$ cat src/rtl/uart_receiver.sv
// UART receiver: recovers DBIT-data-bit frames from a 16x-oversampled serial
// line. Each completed frame updates o_data and pulses o_rx_done for one
// cycle. o_frame_error pulses alongside it when the stop bit is sampled low.
module uart_receiver #(
   parameter int DBIT    = 8,
   parameter int SB_TICK = 16
) (
   input  logic            i_clk,
   input  logic            i_reset,
   input  logic            i_rx,
   input  logic            i_tickSignal,
   output logic [DBIT-1:0] o_data,
   output logic            o_rx_done,
   output logic            o_frame_error
);

   // The tick counter must reach SB_TICK-1 in STOP, so it widens for long stop bits.
   localparam int TW = (SB_TICK > 16) ? $clog2(SB_TICK) : 4;
   localparam int BW = (DBIT > 1) ? $clog2(DBIT) : 1;

   typedef enum logic [1:0] {
      IDLE  = 2'd0,
      START = 2'd1,
      DATA  = 2'd2,
      STOP  = 2'd3
   } state_t;

   state_t          state_q, state_d;
   logic [TW-1:0]   tick_cnt_q, tick_cnt_d;
   logic [BW-1:0]   bit_cnt_q, bit_cnt_d;
   logic [DBIT-1:0] shreg_q, shreg_d;
   logic [DBIT-1:0] data_q, data_d;
   logic            done_q, done_d;
   logic            ferr_q, ferr_d;
   logic            sync1_q, rx_s_q;

   // Two-flop synchronizer for the asynchronous line. It resets to idle-high.
   always_ff @(posedge i_clk or posedge i_reset) begin
      if (i_reset) begin
         sync1_q <= 1'b1;
         rx_s_q  <= 1'b1;
      end else begin
         sync1_q <= i_rx;
         rx_s_q  <= sync1_q;
      end
   end

   // State, counters, shift register and registered outputs.
   always_ff @(posedge i_clk or posedge i_reset) begin
      if (i_reset) begin
         state_q    <= IDLE;
         tick_cnt_q <= '0;
         bit_cnt_q  <= '0;
         shreg_q    <= '0;
         data_q     <= '0;
         done_q     <= 1'b0;
         ferr_q     <= 1'b0;
      end else begin
         state_q    <= state_d;
         tick_cnt_q <= tick_cnt_d;
         bit_cnt_q  <= bit_cnt_d;
         shreg_q    <= shreg_d;
         data_q     <= data_d;
         done_q     <= done_d;
         ferr_q     <= ferr_d;
      end
   end

   // Next-state logic. The counters move only on baud ticks, so the FSM
   // freezes whenever the baud generator stalls.
   always_comb begin
      state_d    = state_q;
      tick_cnt_d = tick_cnt_q;
      bit_cnt_d  = bit_cnt_q;
      shreg_d    = shreg_q;
      data_d     = data_q;
      done_d     = 1'b0;
      ferr_d     = 1'b0;
      case (state_q)
         IDLE: begin
            // Level-based start detection; no tick needed to leave IDLE.
            if (!rx_s_q) begin
               state_d    = START;
               tick_cnt_d = '0;
            end
         end
         START: begin
            if (i_tickSignal) begin
               if (tick_cnt_q == TW'(7)) begin
                  // Mid-start-bit: a line that is high again was a glitch.
                  if (!rx_s_q) begin
                     state_d    = DATA;
                     tick_cnt_d = '0;
                     bit_cnt_d  = '0;
                  end else begin
                     state_d = IDLE;
                  end
               end else begin
                  tick_cnt_d = tick_cnt_q + 1'b1;
               end
            end
         end
         DATA: begin
            if (i_tickSignal) begin
               if (tick_cnt_q == TW'(15)) begin
                  tick_cnt_d = '0;
                  shreg_d    = {rx_s_q, shreg_q[DBIT-1:1]};
                  if (bit_cnt_q == BW'(DBIT - 1)) state_d = STOP;
                  else                            bit_cnt_d = bit_cnt_q + 1'b1;
               end else begin
                  tick_cnt_d = tick_cnt_q + 1'b1;
               end
            end
         end
         STOP: begin
            if (i_tickSignal) begin
               if (tick_cnt_q == TW'(SB_TICK - 1)) begin
                  // Leave at mid-stop so an immediately following start bit is caught.
                  state_d = IDLE;
                  data_d  = shreg_q;
                  done_d  = 1'b1;
                  ferr_d  = ~rx_s_q;
               end else begin
                  tick_cnt_d = tick_cnt_q + 1'b1;
               end
            end
         end
         default: state_d = IDLE;
      endcase
   end

   assign o_data        = data_q;
   assign o_rx_done     = done_q;
   assign o_frame_error = ferr_q;

endmodule

$ cat config.mk
export PLATFORM = sky130hd
export DESIGN_NAME = uart_receiver
export DESIGN_NICKNAME = d
export VERILOG_FILES = /design/src/rtl/uart_receiver.sv
export SDC_FILE = /design/constraint.sdc
export NUM_CORES = 1
export LEC_CHECK = 0
export CORE_MARGIN = 2
export CORE_UTILIZATION = 45
export CTS_CLUSTER_DIAMETER = 120
export DETAILED_ROUTE_END_ITERATION = 10
export DONT_BUFFER_PORTS = 1
export PLACE_DENSITY_LB_ADDON = 0.2
export REMOVE_ABC_BUFFERS = 1
export SYNTH_ARGS = -nofsm -noshare
export SYNTH_HDL_FRONTEND = slang
export SYNTH_SLANG_ARGS = --single-unit
$ cat constraint.sdc
create_clock -name i_clk -period 3.3 [get_ports i_clk]
set_clock_uncertainty 0.1 [all_clocks]
set_input_delay 0.66 -clock i_clk [delete_from_list [all_inputs] [get_ports i_clk]]
set_output_delay 0.66 -clock i_clk [all_outputs]
set_load 0.005 [all_outputs]
## Word level (Yosys, flattened, before mapping)

Index checks and enable logic that the tools add are counted.

| word-level totals | value |
|---|---|
| register bits | 29 |
| word-level logic and storage cells | 67 |
| output and inout port bits | 10 |
| input port bits | 4 |

| operators by class | value |
|---|---|
| reductions and logical operators | 7 |
| bitwise logic cells | 1 |
| multiplexer cells | 31 |
| $add $sub $neg | 2 |
| eq/ne operators | 17 |

Operator list:

| operator | count |
|---|---|
| 2-to-1 mux 4 bit | 7 |
| inequality test 2 bit (second input constant) | 11 |
| 2-to-1 mux 2 bit | 9 |
| 2-to-1 mux 3 bit | 6 |
| case mux 4 bit (4 select lines) | 1 |
| case mux 2 bit (4 select lines) | 1 |
| AND reduction 8 bit | 1 |
| AND reduction 7 bit | 1 |
| 2-to-1 mux 1 bit | 6 |
| case mux 3 bit (2 select lines) | 1 |
| AND reduction 3 bit | 2 |
| adder 4 x 1 -> 4 bit (second input constant) | 1 |
| equality test 2 bit (second input constant) | 2 |
| equality test 4 x 3 -> 1 bit (second input constant) | 1 |
| equality test 4 bit (second input constant) | 1 |
| AND reduction 4 bit | 1 |
| adder 3 x 1 -> 3 bit (second input constant) | 1 |
| equality test 3 bit (second input constant) | 1 |
| equality test 2 x 1 -> 1 bit (second input constant) | 1 |
| zero test 2 bit | 1 |
| nonzero test 2 bit | 1 |
| inverter 1 bit | 1 |

## Longest topological paths before layout

Gate-level depths: netlist (run 1).

| logic depth | value |
|---|---|
| depth in word-level cells | 5 |
| depth in mapped cells | 6 |
| depth with buffers taken out | 6 |

## Worst setup path after synthesis (run 1)

OpenSTA, ideal clock, no wires.

| timing | value |
|---|---|
| kind | flip-flop to flip-flop |
| start point | reg tick_cnt_q[0] |
| end point | reg tick_cnt_q[2] |
| data arrival time | 1.491 ns |
| period minus slack after synthesis | 1.715 ns |
| setup slack | 1.585 ns |
| path buffers | 0 |
| data required time | 3.076 ns |
| stages on the path, launching flop included | 6 |
| path through | dfrtp_1 -> ha_1 -> and4_4 -> a21o_1 -> a31o_1 -> a211o_1 |

| on the way | value |
|---|---|
| word-level cells in the longest chain between the ends | 4 |

Ends and longest elaborated chain:

| element | line | RTL |
|---|---|---|
| start: declaration | 29 | `logic [TW-1:0] tick_cnt_q, tick_cnt_d;` |
| start signal: assignment | 60 | `tick_cnt_q <= tick_cnt_d;` |
| adder 4 x 1 -> 4 bit (tied with other cells) | 99, 111, 124 |  |
| 2-to-1 mux 4 bit (on tied branches) | 117, 105, 89 |  |
| 2-to-1 mux 4 bit (on tied branches) | 116, 104, 88 |  |
| case mux 4 bit (4 select lines) | 79 | `case (state_q)` |

Parallel ways exist; a longest one is shown, timed or not. The select of a mux whose other input is x is not followed.
A chain may end at the register's enable or synchronous reset.

## Final worst setup path (run 1)

| timing | value |
|---|---|
| start point | reg tick_cnt_q[1] |
| end point | reg tick_cnt_q[2] |

Same word-level chain as after synthesis.

==> flow_metrics.py, run 1 <==
metrics = {
    "grt": {
        "gr-total-overflow": 0,
        "grtUsageTotal_pct": 15.0,
        "grt_pass1_vias": 760,
        "antenna_found_initial": 0,
        "grt_max_degree": 30,
        "grt_pass1_wl_mm": 3.60,
    },
    "synth": {
        "ys_seq_area_share_pct": 55.9,
        "synth.avg_cell_area_sq_um": 13.0,
        "netlist_instances": 100,
        "synthDistinctLibCells": 31,
        "ys_warn_count": 0,
        "netlist_area_sq_um": 1300,
        "ys_ff_latch": 29,
    },
    "run_status": {
        "status": "finished, final reports clean",
    },
    "clock_network": {
        "cts_tree": "yes",
        "cts_buffer_depth": 2,
        "ctsHoldBuffers": 0,
        "cts_sinks": 29,
        "cts_buffers": 5,
        "htreeDepth": 2,
        "ctsResizeCount": 0,
        "cts_setup_buffers": 0,
        "root_buffer": "clkbuf_4",
        "clock_latency_ns": 0.34,
        "cts.clk_slew.worst_paths_ns": 0.11,
    },
    "min_path": {
        "hp-class": "in2reg",
        "whs_path_depth": 0,
        "worstHoldStart": "i_rx",
    },
    "worst_setup_path": {
        "path_class": "reg2reg",
        "r2r_start": "tick_cnt_q[1]",
        "critPathLaunch": "tick_cnt_q[1]",
        "reg2reg_depth": 5,
        "startpoint_type": "flop",
        "worstPathRequired_ns": 3.44,
        "crit_arrival_ns": 1.96,
        "cp_max_fo": 6,
        "end_kind": "flop",
    },
    "placed_design": {
        "dpl_cell_area_sq_um": 1310,
        "dp_cells": 126,
        "io_buffers": 0,
        "hpwl_mm": 1.40,
        "gp_congestion": 0.810,
    },
    "layout": {
        "n_fill_cell": 259,
        "utilization_pct": 49.3,
        "nets": 109,
        "drive_gt1_share_pct": 32.0,
        "postLayoutCellArea_sq_um": 1360,
        "area_growth_pct": 4.42,
        "num_antenna_cells": 0,
        "final_cell_count_no_fill": 134,
    },
    "sta": {
        "final.setup.tns_ns": 0,
        "slew_headroom_pct": 28.3,
        "finalSetupViolCount": 0,
        "period_share_pct": 55.4,
        "timing.fmax_mhz": 547,
        "rsz0062_at_grt": "false",
        "layout_min_cycle_time_ns": 1.83,
        "final-hold-violation-count": 0,
        "worstMarginPinSlew_ns": 1.07,
        "final_max_slew_viol_count": 0,
    },
    "pwr": {
        "p_leak_nw": 0.672,
        "p_per_area_nw_per_um2": 641,
        "irDropWorstVdd_mv": 0.542,
    },
    "drt": {
        "firstDrtPassIters": 4,
        "drt_drc_violations_left": 0,
        "drt-total-wl_mm": 2.11,
        "routed_via_density": 5.80,
        "routed-via-count": 777,
        "ant_nets": 0,
        "drt-initial-drc-count": 38,
        "wl_per_cell_um": 15.8,
    },
    "floorplanning": {
        "start_util_pct": 47.2,
        "io_pins": 14,
        "placementRows": 19,
        "die_h_um": 57.8,
        "core_area_sq_um": 2760,
        "dieWidth_um": 57.8,
        "dieArea_sq_um": 3340,
    },
    "flow_run": {
        "drv_cap": 0,
    },
}
layout make-up:
cell class              count  area (sq um)  share of cell area (%)
multi-input cells          61           523                    38.5
inverters                   5          18.8                    1.38
flip-flops and latches     29           728                    53.5
clock buffers               6          41.3                    3.04
well taps                  31          38.8                    2.85
clock inverters             2          10.0                   0.736
state kept, by name (all words and copies together) (netlist names), named ones only:
name / count
o_data: 8
shreg_q: 8
tick_cnt_q: 4
bit_cnt_q: 3
o_frame_error: 1
o_rx_done: 1
rx_s_q: 1
state_q: 1
sync1_q: 1
cells by family after synthesis:
kind of cell	Yosys count	synth area share [%]
flip-flops	29	55.9
multiplexers	20	17.2
AND/OR/NAND/NOR	20	10.1
AO/OA/AOI/OAI	17	9.32
buffers and inverters	10	3.94
adder cells (fa/ha/maj)	3	2.88
XOR/XNOR	1	0.673
where the power goes:
part	switching (mW)	internal [mW]
sequential	0.0878	0.399
clock	0.129	0.0810
combinational	0.0831	0.0929
total	0.299	0.573
synth_stat cells:
cell / instances / area share, %
nor3b_1: 4 / 2.3
and3_1: 2 / 0.96
a22o_1: 1 / 0.67
buf_4: 1 / 0.58
a221oi_1: 2 / 1.3
xnor2_1: 1 / 0.67
nor2_1: 2 / 0.58
a31oi_1: 4 / 1.9
mux2i_1: 1 / 0.77
nand3_2: 1 / 0.77
nand2_1: 4 / 1.2
and4bb_2: 1 / 0.96
dfstp_2: 2 / 4.0
a21o_1: 2 / 1.2
o21ai_0: 4 / 1.5
and4_4: 1 / 0.86
nor3_1: 1 / 0.38
clkbuf_1: 1 / 0.29
ha_1: 3 / 2.9
inv_1: 5 / 1.4
mux2_2: 19 / 16
nand3_1: 2 / 0.77
a31o_1: 1 / 0.67
nor2_4: 1 / 0.86
o21ba_2: 1 / 0.77
a211o_1: 1 / 0.67
dfrtp_1: 27 / 52
o21a_1: 1 / 0.58
buf_6: 1 / 0.86
nand4_1: 1 / 0.48
buf_2: 2 / 0.77
critical path: stages, from the launching register on:
cell and delay (ns):
dfrtp_1 0.42, ha_1 0.26, and4_4 0.23, a21o_1 0.19
a31o_1 0.22, a211o_1 0.30
per-stage QoR:
stage	setup slack (ns)	power (mW)	hold slack, ns
4_1_cts	1.46	0.880	0.211
6_report	1.47	0.872	0.225
3_5_place_dp	1.48	0.671	0.251
2_1_floorplan	1.59	0.623	0.245
3_3_place_gp	1.51	0.663	0.247
5_1_grt	1.37	0.926	0.200
path summary, 6_finish.rpt:
kind,endpoint,slack (ns)
worst min register to register,rx_s_q,0.26
worst min-delay path,sync1_q,0.23
max in group asynchronous,tick_cnt_q[0],2.06
min in group asynchronous,asynchronous set/reset pin,0.37
worst max-delay path,tick_cnt_q[2],1.47
worst max register to register,tick_cnt_q[2],1.47
cell usage in the layout, fill, tap and decap left out:
cell      instances
nand2_1           4
nor3_1            1
and4_4            1
a211o_1           1
clkbuf_4          5
dfrtp_1          27
clkinv_2          2
clkbuf_1          1
o21a_1            1
ha_1              3
mux2i_1           1
a31oi_1           4
o21ba_2           1
a221oi_1          2
mux2_2           19
nor2_4            1
nand4_1           1
inv_1             5
and3_1            2
a21o_1            2
nor3b_1           4
dfstp_2           2
a31o_1            1
o21ai_0           4
a22o_1            1
nand3_2           1
xnor2_1           1
and4bb_2          1
nor2_1            2
nand3_1           2
metal layers:
metal	GRT usage [%]	up-vias	part of all wire, %
met2	22.2	19	48
met5	0	-	0
met3	8.04	5	6.5
met4	8.31	0	2.1
li1	-	365	-
met1	17.2	388	44
(Power assumes the default switching activity.)
==> run 2: changes to the inputs <==
==> constraint.sdc (replaced) <==
create_clock -name i_clk -period 1.5 [get_ports i_clk]
set_clock_uncertainty 0.1 [all_clocks]
set_input_delay 0.3 -clock i_clk [delete_from_list [all_inputs] [get_ports i_clk]]
set_output_delay 0.3 -clock i_clk [all_outputs]
set_load 0.005 [all_outputs]
==> run 2 against run 1 <==
  * The run now ends with setup timing left
  * Sequential power grew 100%
  * Die area is the same
  * Hold slack got worse by 0.099 ns
  * Routed wire length rose by 23%
  * Fmax up 11%
  * Non-clock buffer count is 25 higher
  * Combinational power increased to 6.0 times the previous value
  * Largest cell class unchanged
  * Largest power group is now combinational logic
==> flow_metrics.py, run 2 (synthesized netlist as in run 1, its figures left out) <==
metrics = {
    "run_status": {
        "violations": "setup timing",
        "status": "finished with violations",
    },
    "sta": {
        "final_max_slew_viol_count": 0,
        "slew_headroom_pct": 76.7,
        "rsz0062_at_grt": "true",
        "worstMarginPinSlew_ns": 0.350,
        "timing.fmax_mhz": 608,
        "period_share_pct": 110,
        "finalWorstSetupSlack_ns": -0.144,
        "final-hold-violation-count": 0,
        "finalSetupViolCount": 23,
        "layout_min_cycle_time_ns": 1.64,
    },
    "drt": {
        "routed-via-count": 867,
        "wl_per_cell_um": 16.3,
        "drt_drc_violations_left": 0,
        "wl_met2_mm": 1.24,
        "ant_nets": 0,
        "met1_length_mm": 1.20,
        "route.top_layer_used": "met4",
        "met3_length_um": 113,
        "drt-total-wl_mm": 2.60,
        "firstDrtPassIters": 4,
        "routed_via_density": 5.42,
        "drt-initial-drc-count": 18,
    },
    "layout": {
        "n_fill_cell": 203,
        "area_growth_pct": 35.6,
        "drive_gt1_share_pct": 54.3,
        "multi_input_area_sq_um": 668,
        "postLayoutCellArea_sq_um": 1770,
        "layout_common_cells": "25 x dfrtp_1, 19 x buf_4, 10 x mux2_4",
        "num_antenna_cells": 0,
        "nets": 135,
        "utilization_pct": 64.1,
        "seq_area_sq_um": 731,
        "mostFrequentLayoutCell": "dfrtp_1",
        "final_cell_count_no_fill": 160,
    },
    "floorplanning": {
        "dieArea_sq_um": 3340,
        "dieWidth_um": 57.8,
        "io_pins": 14,
        "placementRows": 19,
        "core_area_sq_um": 2760,
        "die_h_um": 57.8,
        "start_util_pct": 47.2,
    },
    "clock_network": {
        "cts_buffers": 5,
        "cts_sinks": 29,
        "cts_buffer_depth": 2,
        "clock_latency_ns": 0.33,
        "cts.clk_slew.worst_paths_ns": 0.09,
        "htreeDepth": 2,
        "root_buffer": "clkbuf_4",
        "cts_tree": "yes",
    },
    "placed_design": {
        "hpwl_mm": 1.61,
        "io_buffers": 0,
        "dpl_cell_area_sq_um": 1470,
        "gp_congestion": 0.813,
        "dp_cells": 146,
        "dp_slack_ns": -0.208,
    },
    "worst_setup_path": {
        "startpoint_type": "flop",
        "cp_slowest_cell": "dfrtp_1",
        "crit_chain": "ha_2 -> ha_4 -> and4bb_2 -> a21o_1 -> nand2_2 -> mux2_2",
        "cp_top_family": "flip-flops",
        "crit_arrival_ns": 1.75,
        "path_buf_inv": 0,
        "end_kind": "flop",
        "cpPeakStageDelay_ns": 0.36,
        "cp_max_fo": 2,
        "worstPathRequired_ns": 1.61,
        "path_class": "reg2reg",
    },
    "pwr": {
        "seqPwrFrac_pct": 36.2,
        "irDropWorstVdd_mv": 1.15,
        "swShare_pct": 31.6,
        "p_per_area_nw_per_um2": 1530,
        "totalPowerFinal_mw": 2.70,
        "netSwitchingPower_uw": 852,
        "p_int_mw": 1.84,
        "power.share.clock_pct": 24.8,
        "combPwrFrac_pct": 38.9,
        "p_leak_nw": 0.847,
    },
    "grt": {
        "antenna_found_initial": 0,
        "grt_pass1_wl_mm": 4.15,
        "gr-total-overflow": 0,
        "grt_pass1_vias": 865,
        "grtUsageTotal_pct": 16.8,
        "grt_max_degree": 23,
    },
    "flow_run": {
        "drv_cap": 0,
    },
    "min_path": {
        "hp-class": "in2reg",
    },
}
run 2: area by class of cell:
type	count	area share, %
multi-input cells	62	37.8
well taps	31	2.20
flip-flops and latches	29	41.4
inverters	5	1.06
clock inverters	1	1.70
clock buffers	7	3.12
repair buffers	25	12.7
run 2: power groups by stage:
stage	combinational (mW)	clock (mW)	sequential, mW
6_report	1.05	0.670	0.977
5_1_grt	1.14	0.739	0.990
4_1_cts	0.891	0.700	0.967
3_5_place_dp	0.794	0	0.980
3_3_place_gp	0.769	0	0.978
2_1_floorplan	0.333	0	1.04
run 2: metal layers:
layer / vias to the layer above / global-route usage [%]
li1: 420 / -
met1: 423 / 21.2
met2: 17 / 25.3
met3: 7 / 7.37
met4: 0 / 6.98
met5: - / 0
run 2: worst paths after layout:
path	cells past startpoint	endpoint	startpoint	slack (ns)
setup reg to reg	6	bit_cnt_q[2]	bit_cnt_q[1]	-0.14
max in group asynchronous	3	sync1_q	i_reset	0.52
setup / recovery	6	bit_cnt_q[2]	bit_cnt_q[1]	-0.14
min in group asynchronous	2	state_q[0]	i_reset	0.26
hold reg to reg	0	rx_s_q	sync1_q	0.26
hold / removal	3	o_rx_done	i_tickSignal	0.13
run 2: metrics by stage:
| step | hold WS (ns) | setup TNS [ns] |
|---|---|---|
| after floorplan | 0.204 | -2.86 |
| after global placement | 0.0710 | -2.77 |
| after detailed placement | 0.0770 | -3.20 |
| after CTS | 0.200 | -2.84 |
| after global routing | 0.104 | -3.04 |
| final | 0.127 | -1.70 |
run 2: worst reg2reg max path, cell delays in order (launching register included):
cell and delay [ns]:
dfrtp_1 0.36, ha_2 0.19, ha_4 0.13, and4bb_2 0.22
a21o_1 0.16, nand2_2 0.06, mux2_2 0.32
run 2: repair_timing:
item                       CTS  global route
buffers inserted             0             3
hold endpoints to repair     8             0
hold buffers                 2             0
pin swaps                    8             5
cloned                       0             1
gates resized for setup     16            18
setup endpoints to repair   24            26
==> run 3: changes to the inputs <==
--- a/config.mk
+++ b/config.mk
@@ -10,8 +10,9 @@
 export CTS_CLUSTER_DIAMETER = 120
 export DETAILED_ROUTE_END_ITERATION = 10
 export DONT_BUFFER_PORTS = 1
+export HOLD_SLACK_MARGIN = 0.02
+export MAX_ROUTING_LAYER = met4
 export PLACE_DENSITY_LB_ADDON = 0.2
-export REMOVE_ABC_BUFFERS = 1
 export SYNTH_ARGS = -nofsm -noshare
 export SYNTH_HDL_FRONTEND = slang
 export SYNTH_SLANG_ARGS = --single-unit
==> run 3 against run 2 <==
  * The run still ends with setup timing left
  * Final cell count up 4.4%
  * Non-clock buffer count up 7
  * Routed wire length up 5.5%
  * Critical path type unchanged
  * Core utilization up 2.9 points
  * Largest cell class unchanged
  * Register-to-register slack worse by 0.03 ns
  * Clock power up 19%
==> flow_metrics.py, run 3 (synthesized netlist as in run 1, its figures left out) <==
metrics = {
    "layout": {
        "layout_common_cells": "25 x buf_4, 24 x dfrtp_1, 10 x mux2_4",
        "num_antenna_cells": 0,
        "utilization_pct": 66.9,
        "postLayoutCellArea_sq_um": 1850,
        "nets": 142,
        "mostFrequentLayoutCell": "buf_4",
        "n_fill_cell": 203,
        "multi_input_area_sq_um": 672,
        "drive_gt1_share_pct": 57.4,
        "seq_area_sq_um": 732,
        "area_growth_pct": 41.7,
    },
    "floorplanning": {
        "placementRows": 19,
        "dieWidth_um": 57.8,
        "die_h_um": 57.8,
        "start_util_pct": 47.2,
        "dieArea_sq_um": 3340,
        "io_pins": 14,
        "core_area_sq_um": 2760,
    },
    "grt": {
        "grt_pass1_wl_mm": 4.64,
        "gr-total-overflow": 0,
        "grt_pass1_vias": 1030,
        "antenna_found_initial": 0,
        "grtUsageTotal_pct": 19.7,
        "grt_max_degree": 25,
    },
    "drt": {
        "firstDrtPassIters": 4,
        "drt-total-wl_mm": 2.75,
        "drt-initial-drc-count": 21,
        "routed-via-count": 937,
        "routed_via_density": 5.61,
        "ant_nets": 0,
        "drt_drc_violations_left": 0,
        "wl_per_cell_um": 16.4,
    },
    "min_path": {
        "whs_path_depth": 2,
        "hp-class": "in2reg",
    },
    "pwr": {
        "totalPowerFinal_mw": 2.93,
        "irDropWorstVdd_mv": 1.73,
        "seqPwrFrac_pct": 34.5,
        "netSwitchingPower_uw": 892,
        "swShare_pct": 30.4,
        "combPwrFrac_pct": 38.4,
        "p_int_mw": 2.04,
        "p_per_area_nw_per_um2": 1590,
        "power.share.clock_pct": 27.1,
        "p_leak_nw": 0.887,
    },
    "clock_network": {
        "cts_sinks": 29,
        "clock_latency_ns": 0.34,
        "cts_buffer_depth": 2,
        "cts.clk_slew.worst_paths_ns": 0.09,
        "cts_tree": "yes",
        "htreeDepth": 2,
        "cts_buffers": 5,
        "root_buffer": "clkbuf_4",
    },
    "placed_design": {
        "gp_congestion": 0.802,
        "hpwl_mm": 1.75,
        "dpl_cell_area_sq_um": 1560,
        "io_buffers": 0,
    },
    "run_status": {
        "violations": "setup timing",
        "status": "finished with violations",
    },
    "sta": {
        "rsz0062_at_grt": "true",
        "finalSetupViolCount": 23,
        "final-hold-violation-count": 0,
        "whs_ns": 0.0404,
        "worstMarginPinSlew_ns": 0.291,
        "final_max_slew_viol_count": 0,
        "timing.fmax_mhz": 598,
        "slew_headroom_pct": 80.5,
        "finalWorstSetupSlack_ns": -0.173,
        "final.setup.tns_ns": -2.21,
        "layout_min_cycle_time_ns": 1.67,
        "period_share_pct": 112,
    },
    "worst_setup_path": {
        "path_class": "reg2reg",
        "startpoint_type": "flop",
        "crit_arrival_ns": 1.80,
        "worstPathRequired_ns": 1.62,
        "cp_max_fo": 2,
        "reg2reg_depth": 6,
        "end_kind": "flop",
    },
    "flow_run": {
        "drv_cap": 0,
    },
    "synth": {
        "syn_nets": 107,
    },
}
[run 3: per-layer routing]
metal  up-vias  global-route usage (%)  share of wire [%]
met1       467                    22.4                 43
met5         -                       -                  0
met4         0                    12.6                2.2
met3         9                    5.58                5.4
met2        24                    30.4                 50
li1        437                       -                  -
[run 3: cell type report]
| type | count | area share, % |
|---|---|---|
| inverter | 5 | 1.02 |
| timing repair buffer | 32 | 15.3 |
| multi-input combinational | 62 | 36.4 |
| tap | 31 | 2.10 |
| clock buffer | 5 | 2.03 |
| clock inverter | 3 | 3.53 |
| sequential | 29 | 39.7 |
[run 3: worst max-delay path, cell delays in order (launching register included)]
cell and delay (ns):
dfrtp_1 0.36, ha_2 0.20, ha_4 0.12, and4bb_2 0.24, a21o_1 0.16, nand2_2 0.06
mux2_2 0.33
[run 3: stage by stage]
step | setup slack [ns] | instances
after floorplan | -0.166 | 100
after global placement | -0.147 | 151
after detailed placement | -0.181 | 151
after CTS | -0.180 | 162
after global routing | -0.242 | 167
final | -0.173 | 167
[run 3: power groups by stage]
stage	Combinational, mW	Sequential [mW]	Clock (mW)
global route	1.22	1.02	0.846
CTS	0.939	1.01	0.808
floorplan	0.518	0.964	0
finish	1.12	1.01	0.795
detailed placement	0.847	1.01	0
global placement	0.810	1.01	0
[run 3: worst paths after layout]
path | slack, ns | start | to
max | -0.17 | bit_cnt_q[1] | bit_cnt_q[1]
max in group asynchronous | 0.61 | i_reset | sync1_q
max reg2reg | -0.17 | bit_cnt_q[1] | bit_cnt_q[1]
min | 0.04 | i_tickSignal | o_frame_error
min in group asynchronous | 0.22 | i_reset | o_data[1]
min reg2reg | 0.27 | sync1_q | rx_s_q
[run 3: timing repair]
action	in CTS	in global routing
hold endpoints to repair	28	0
endpoints found under the setup margin	24	25
pin swaps	6	7
setup buffers	1	4
hold buffers	2	0
gates cloned	0	1
gates resized for setup	16	11
